`config.mk`:
```
export PLATFORM = sky130hd
export DESIGN_NAME = vga_mem_arbiter
export DESIGN_NICKNAME = d
export VERILOG_FILES = /design/src/rtl/vga_mem_arbiter.sv
export SDC_FILE = /design/constraint.sdc
export NUM_CORES = 1
export LEC_CHECK = 0
export ABC_AREA = 1
export CAP_MARGIN = 20
export CORE_ASPECT_RATIO = 0.8
export CORE_MARGIN = 4
export CORE_UTILIZATION = 54
export CTS_CLUSTER_DIAMETER = 80
export DETAILED_ROUTE_END_ITERATION = 16
export GPL_TIMING_DRIVEN = 1
export PLACE_DENSITY = 0.76
export SYNTH_ARGS = -nofsm -noshare
export SYNTH_HDL_FRONTEND = slang
export SYNTH_SLANG_ARGS = --single-unit
```
`constraint.sdc`:
```
create_clock -name clk -period 2.9 [get_ports clk]
set_input_delay 0.29 -clock clk [delete_from_list [all_inputs] [get_ports clk]]
set_output_delay 0.29 -clock clk [all_outputs]
set_load 0.05 [all_outputs]
```
`src/rtl/vga_mem_arbiter.sv`:
```
// Single-port pixel RAM arbiter: display reads have strict priority, host writes
// are queued in a small FIFO and drained whenever the display is not fetching.
module vga_mem_arbiter #(
  parameter int ADDR_W     = 19,
  parameter int DATA_W     = 12,
  parameter int FIFO_DEPTH = 4,
  parameter int STARVE_LIM = 1040
) (
  input  logic                        clk,
  input  logic                        rst,
  input  logic                        disp_req,
  input  logic [ADDR_W-1:0]           disp_addr,
  output logic [DATA_W-1:0]           disp_rdata,
  output logic                        disp_rvalid,
  input  logic                        host_valid,
  input  logic [ADDR_W-1:0]           host_addr,
  input  logic [DATA_W-1:0]           host_wdata,
  output logic                        host_ready,
  output logic                        mem_en,
  output logic                        mem_we,
  output logic [ADDR_W-1:0]           mem_addr,
  output logic [DATA_W-1:0]           mem_wdata,
  input  logic [DATA_W-1:0]           mem_rdata,
  output logic                        host_starved,
  output logic [$clog2(FIFO_DEPTH):0] fifo_level
);

  localparam int PTR_W = (FIFO_DEPTH > 1) ? $clog2(FIFO_DEPTH) : 1;
  localparam int LVL_W = $clog2(FIFO_DEPTH) + 1;
  localparam int CNT_W = $clog2(STARVE_LIM + 1);

  typedef enum logic [1:0] {IDLE, DISP, HOST} state_e;

  state_e                   state_q, state_d;
  logic [ADDR_W-1:0]        fifo_addr_q [FIFO_DEPTH];
  logic [ADDR_W-1:0]        fifo_addr_d [FIFO_DEPTH];
  logic [DATA_W-1:0]        fifo_data_q [FIFO_DEPTH];
  logic [DATA_W-1:0]        fifo_data_d [FIFO_DEPTH];
  logic [PTR_W-1:0]         wr_ptr_q, wr_ptr_d, rd_ptr_q, rd_ptr_d;
  logic [LVL_W-1:0]         level_q, level_d;
  logic                     mem_en_q, mem_en_d, mem_we_q, mem_we_d;
  logic [ADDR_W-1:0]        mem_addr_q, mem_addr_d;
  logic [DATA_W-1:0]        mem_wdata_q, mem_wdata_d;
  logic                     rd_pipe_q, rd_pipe_d;
  logic                     disp_rvalid_q, disp_rvalid_d;
  logic [DATA_W-1:0]        disp_rdata_q, disp_rdata_d;
  logic [CNT_W-1:0]         starve_cnt_q, starve_cnt_d;
  logic                     host_starved_q, host_starved_d;
  logic                     push, pop;

  // Pop uses the pre-push level, so a word pushed into an empty FIFO waits a cycle.
  assign host_ready = rst && (level_q < LVL_W'(FIFO_DEPTH));
  assign push       = host_valid && host_ready;
  assign pop        = !disp_req && (level_q != '0);

  always_comb begin
    fifo_addr_d    = fifo_addr_q;
    fifo_data_d    = fifo_data_q;
    wr_ptr_d       = wr_ptr_q;
    rd_ptr_d       = rd_ptr_q;
    level_d        = level_q;
    state_d        = IDLE;
    mem_en_d       = 1'b0;
    mem_we_d       = 1'b0;
    mem_addr_d     = '0;
    mem_wdata_d    = '0;
    starve_cnt_d   = starve_cnt_q;

    if (push) begin
      fifo_addr_d[wr_ptr_q] = host_addr;
      fifo_data_d[wr_ptr_q] = host_wdata;
      wr_ptr_d              = wr_ptr_q + PTR_W'(1);
    end
    if (pop) begin
      rd_ptr_d = rd_ptr_q + PTR_W'(1);
    end
    if (push && !pop) begin
      level_d = level_q + LVL_W'(1);
    end else if (pop && !push) begin
      level_d = level_q - LVL_W'(1);
    end

    if (disp_req) begin
      state_d    = DISP;
      mem_en_d   = 1'b1;
      mem_addr_d = disp_addr;
    end else if (pop) begin
      state_d     = HOST;
      mem_en_d    = 1'b1;
      mem_we_d    = 1'b1;
      mem_addr_d  = fifo_addr_q[rd_ptr_q];
      mem_wdata_d = fifo_data_q[rd_ptr_q];
    end

    // Counts consecutive cycles where queued work sits without being drained.
    if (pop || level_q == '0) begin
      starve_cnt_d = '0;
    end else if (starve_cnt_q != CNT_W'(STARVE_LIM)) begin
      starve_cnt_d = starve_cnt_q + CNT_W'(1);
    end
    host_starved_d = host_starved_q || (starve_cnt_d == CNT_W'(STARVE_LIM));

    rd_pipe_d     = (state_q == DISP);
    disp_rvalid_d = rd_pipe_q;
    disp_rdata_d  = rd_pipe_q ? mem_rdata : disp_rdata_q;
  end

  always_ff @(posedge clk or negedge rst) begin
    if (!rst) begin
      state_q        <= IDLE;
      fifo_addr_q    <= '{default: '0};
      fifo_data_q    <= '{default: '0};
      wr_ptr_q       <= '0;
      rd_ptr_q       <= '0;
      level_q        <= '0;
      mem_en_q       <= 1'b0;
      mem_we_q       <= 1'b0;
      mem_addr_q     <= '0;
      mem_wdata_q    <= '0;
      rd_pipe_q      <= 1'b0;
      disp_rvalid_q  <= 1'b0;
      disp_rdata_q   <= '0;
      starve_cnt_q   <= '0;
      host_starved_q <= 1'b0;
    end else begin
      state_q        <= state_d;
      fifo_addr_q    <= fifo_addr_d;
      fifo_data_q    <= fifo_data_d;
      wr_ptr_q       <= wr_ptr_d;
      rd_ptr_q       <= rd_ptr_d;
      level_q        <= level_d;
      mem_en_q       <= mem_en_d;
      mem_we_q       <= mem_we_d;
      mem_addr_q     <= mem_addr_d;
      mem_wdata_q    <= mem_wdata_d;
      rd_pipe_q      <= rd_pipe_d;
      disp_rvalid_q  <= disp_rvalid_d;
      disp_rdata_q   <= disp_rdata_d;
      starve_cnt_q   <= starve_cnt_d;
      host_starved_q <= host_starved_d;
    end
  end

  assign mem_en       = mem_en_q;
  assign mem_we       = mem_we_q;
  assign mem_addr     = mem_addr_q;
  assign mem_wdata    = mem_wdata_q;
  assign disp_rvalid  = disp_rvalid_q;
  assign disp_rdata   = disp_rdata_q;
  assign host_starved = host_starved_q;
  assign fifo_level   = level_q;

endmodule

```
==> key figures <==
Routing
  – Vias: 6255
  – Vias per cell: 5.319
  – Wire length per cell: 15.34 microns
  – Aggregate routed wire length: 18030 microns
  – Top Layer Used: met4
  – Drt first pass iters: 5
  – Post-DRT Antenna Nets: 0
  – Drc violations: 0
  – Met3 routed WL: 881 microns
  – Met2 WL: 8318 microns
  – WL met1: 8701 microns
  – Detailed Route Iter0 Violations: 472

Clock network
  – CTS Sinks: 191
  – CTS resizes: 0
  – TritonCTS clock tree: yes
  – Cts hold-fix bufs: 0
  – CTS Buffer Depth: 2
  – Num CTS Buffers: 17
  – Clock root buffer: clkbuf_16
  – Depth of the CTS H-tree: 4
  – Post-CTS setup buffer count: 0
  – Clk slew on worst S/H paths: 60 ps
  – Clk Latency, worst-skew pair: 430 ps

Die
  – Die height: 117.8 microns
  – Row count: 39
  – Die area: 0.01710 sq mm
  – IO Count: 117
  – Die X: 145.2 microns
  – Initial Util: 55.94%
  – Core Region: 0.01454 sq mm

Yosys
  – Register bit total from synthesis: 191
  – Commonest cells post-synth: nand2_1 (197), dfrtp_1 (191), o21ai_1 (145)
  – Synth top area share: 58.76%
  – Post-Syn Area: 0.008134 sq mm
  – FFs w/ async S/R, synth: 100.0%
  – Yosys cell types: 28
  – Post-synthesis cell count: 886
  – Top post-synthesis cells by area: dfrtp_1 (59%), nand2_1 (9.1%), o21ai_1 (8.9%), inv_1 (3.7%), nor2_1 (3.0%)
  – Primary FF master, synth: dfrtp_1
  – Post-synth EDFFs: 0
  – Mean Syn Cell Area: 9.181 sq um
  – Yosys warnings: 0
  – Syn Nets: 960
  – Sequential-to-total area share from yosys stat: 58.76%
  – Area leader, netlist: dfrtp_1
  – Count leader, synth: nand2_1

Min path
  – HP Class: in -> async

STA
  – Period utilisation layout: 78.20%
  – Worst Clk Skew: 14.62 ps
  – TNS Setup: 0 ps
  – Fin crit period: 2268 ps
  – Hold Fails Final Rpt: 0
  – RSZ-0062 raised after global routing: no
  – Worst Max-Slew Pin Slew: 1020 ps
  – Slew Viols, Final: 0
  – Worst slew margin: 32.00%
  – Final Setup Violations: 0
  – Fmax: 441.0 MHz

GRT
  – Initial antenna violation count: 0
  – Total track usage: 21.73%
  – GRT overflow: 0
  – Vias in the first global route: 6077
  – First-pass GRT wire length: 30470 microns
  – Largest net degree at the start of global routing: 192

Worst setup path
  – Critical path class: reg -> reg
  – Crit. End Element: flop
  – Worst-path fanout max: 14
  – Slowest CP cell: dfrtp_1
  – Startpoint types: flop
  – Critical Path AT: 2570 ps
  – Worst r2r path cells: 9
  – R2R setup slack: 630 ps
  – CP peak stage delay: 440 ps
  – Worst r2r src: fifo_level[1]
  – Worst EP required: 3200 ps
  – Reg2Reg Capture Point: fifo_level[2]
  – Worst-path cell chain: nor3_2, nor2_2, inv_2, ha_1, inv_1, fa_1, a21oi_1, o21ai_0, xnor2_1

Power and ir drop
  – Sw Share: 38.67%
  – Worst vdd ir: 441.9 uV
  – Internal power: 6.876 mW
  – Clk pwr share: 21.8%
  – Psw: 4.336 mW
  – Pleak: 4.744 nW
  – Logic pwr share: 38.6%
  – PwrDens: 1118 mW/mm^2
  – Reg power frac: 39.6%
  – Final Power: 11.21 mW

Place
  – Port Buf Inserts: 116
  – HPWL Detailed: 10860 microns
  – Final GP Congestion: 0.7705

Final layout
  – Layout cells sized above 1: 7.258%
  – Area growth syn-to-layout: 23.35%
  – Fin nets: 1055
  – Antenna diode count: 0
  – Final Util: 69.00%

Status
  – Status: complete, no violations

Flow run
  – Max cap viols: 0
-- sequential cells by signal, summed over array words and instances, names as in the netlist, 3 cells and up --
register	cells
starve_cnt_q	11
disp_rdata	12
mem_wdata	12
fifo_addr_q	76
fifo_data_q	48
fifo_level	3
mem_addr	19
-- critical path: cells and delay by family (launching register included) --
kind | cells | cell delay, ps
and+or+nand+nor | 2 | 400
DFF | 1 | 440
buffers and inverters | 2 | 340
adders and majority gates | 2 | 590
AOI/OAI and AO/OA | 2 | 260
xor gates and xnor gates | 1 | 130
-- cells in the final DEF (no fill, tap or decap), types with 17 or more instances in the layout --
| cell | count |
|---|---|
| a21oi_1 | 32 |
| a32o_1 | 19 |
| clkbuf_16 | 17 |
| clkdlybuf4s50_1 | 115 |
| dfrtp_1 | 190 |
| inv_1 | 81 |
| nand2_1 | 197 |
| nand3_1 | 32 |
| nor2_1 | 65 |
| o21ai_0 | 24 |
| o21ai_1 | 145 |
-- logic make-up (layout without fill, tap and decap cells) --
| family | count (synthesis) | count (layout) | synth area share [%] |
|---|---|---|---|
| AOI/OAI and AO/OA | 221 | 221 | 14.81 |
| xor gates and xnor gates | 9 | 9 | 0.9691 |
| adders and majority gates | 8 | 8 | 1.323 |
| buffers and inverters | 135 | 241 | 6.891 |
| DFF | 191 | 191 | 58.76 |
| muxes | 13 | 13 | 1.800 |
| and+or+nand+nor | 309 | 309 | 15.44 |
-- per-layer routing --
layer | global-route usage [%] | up-vias
li1 | - | 3080
met1 | 31.31 | 2981
met2 | 34.05 | 182
met3 | 4.965 | 12
met4 | 4.804 | 0
met5 | 0 | -
-- worst max-delay path by stage --
stage / from / endpoint / cells past startpoint / slack (ps)
finish: fifo_level[1] / fifo_level[2] / 9 / 630
global route: fifo_level[1] / fifo_level[2] / 9 / 400
CTS: fifo_level[1] / fifo_level[2] / 9 / 620
detailed placement: disp_req / fifo_level[2] / 9 / 610
global placement: disp_req / fifo_level[2] / 9 / 650
floorplan: fifo_level[2] / fifo_level[2] / 9 / 90
-- layout make-up --
type                       count  area, sq um
sequential                   191         4781
fill                        1166         4508
multi-input combinational    560         2796
timing repair buffer         126         1290
clock buffer                  20        456.7
inverter                      85        319.1
tap                          184        230.2
clock inverter                10        160.2
-- per-stage QoR --
stage,hold slack (ps),instances,area [sq um],setup WS (ps)
floorplan,-5.591,886,8134,86.87
global placement,409.8,1146,9417,650.2
detailed placement,426.5,1146,9417,610.0
CTS,149.8,1176,10030,622.1
global route,142.1,1176,10030,395.4
finish,33.16,1176,10030,632.2
-- power by group through the flow --
| stage | combinational (mW) | clock [mW] | sequential, mW |
|---|---|---|---|
| 2_1_floorplan | 2.21 | 0 | 5.28 |
| 4_1_cts | 4.36 | 2.49 | 4.44 |
| 3_5_place_dp | 4.32 | 0 | 4.47 |
| 5_1_grt | 4.81 | 2.60 | 4.58 |
| 3_3_place_gp | 4.23 | 0 | 4.43 |
| 6_report | 4.33 | 2.44 | 4.44 |
Power figures use the tool's default switching activity.
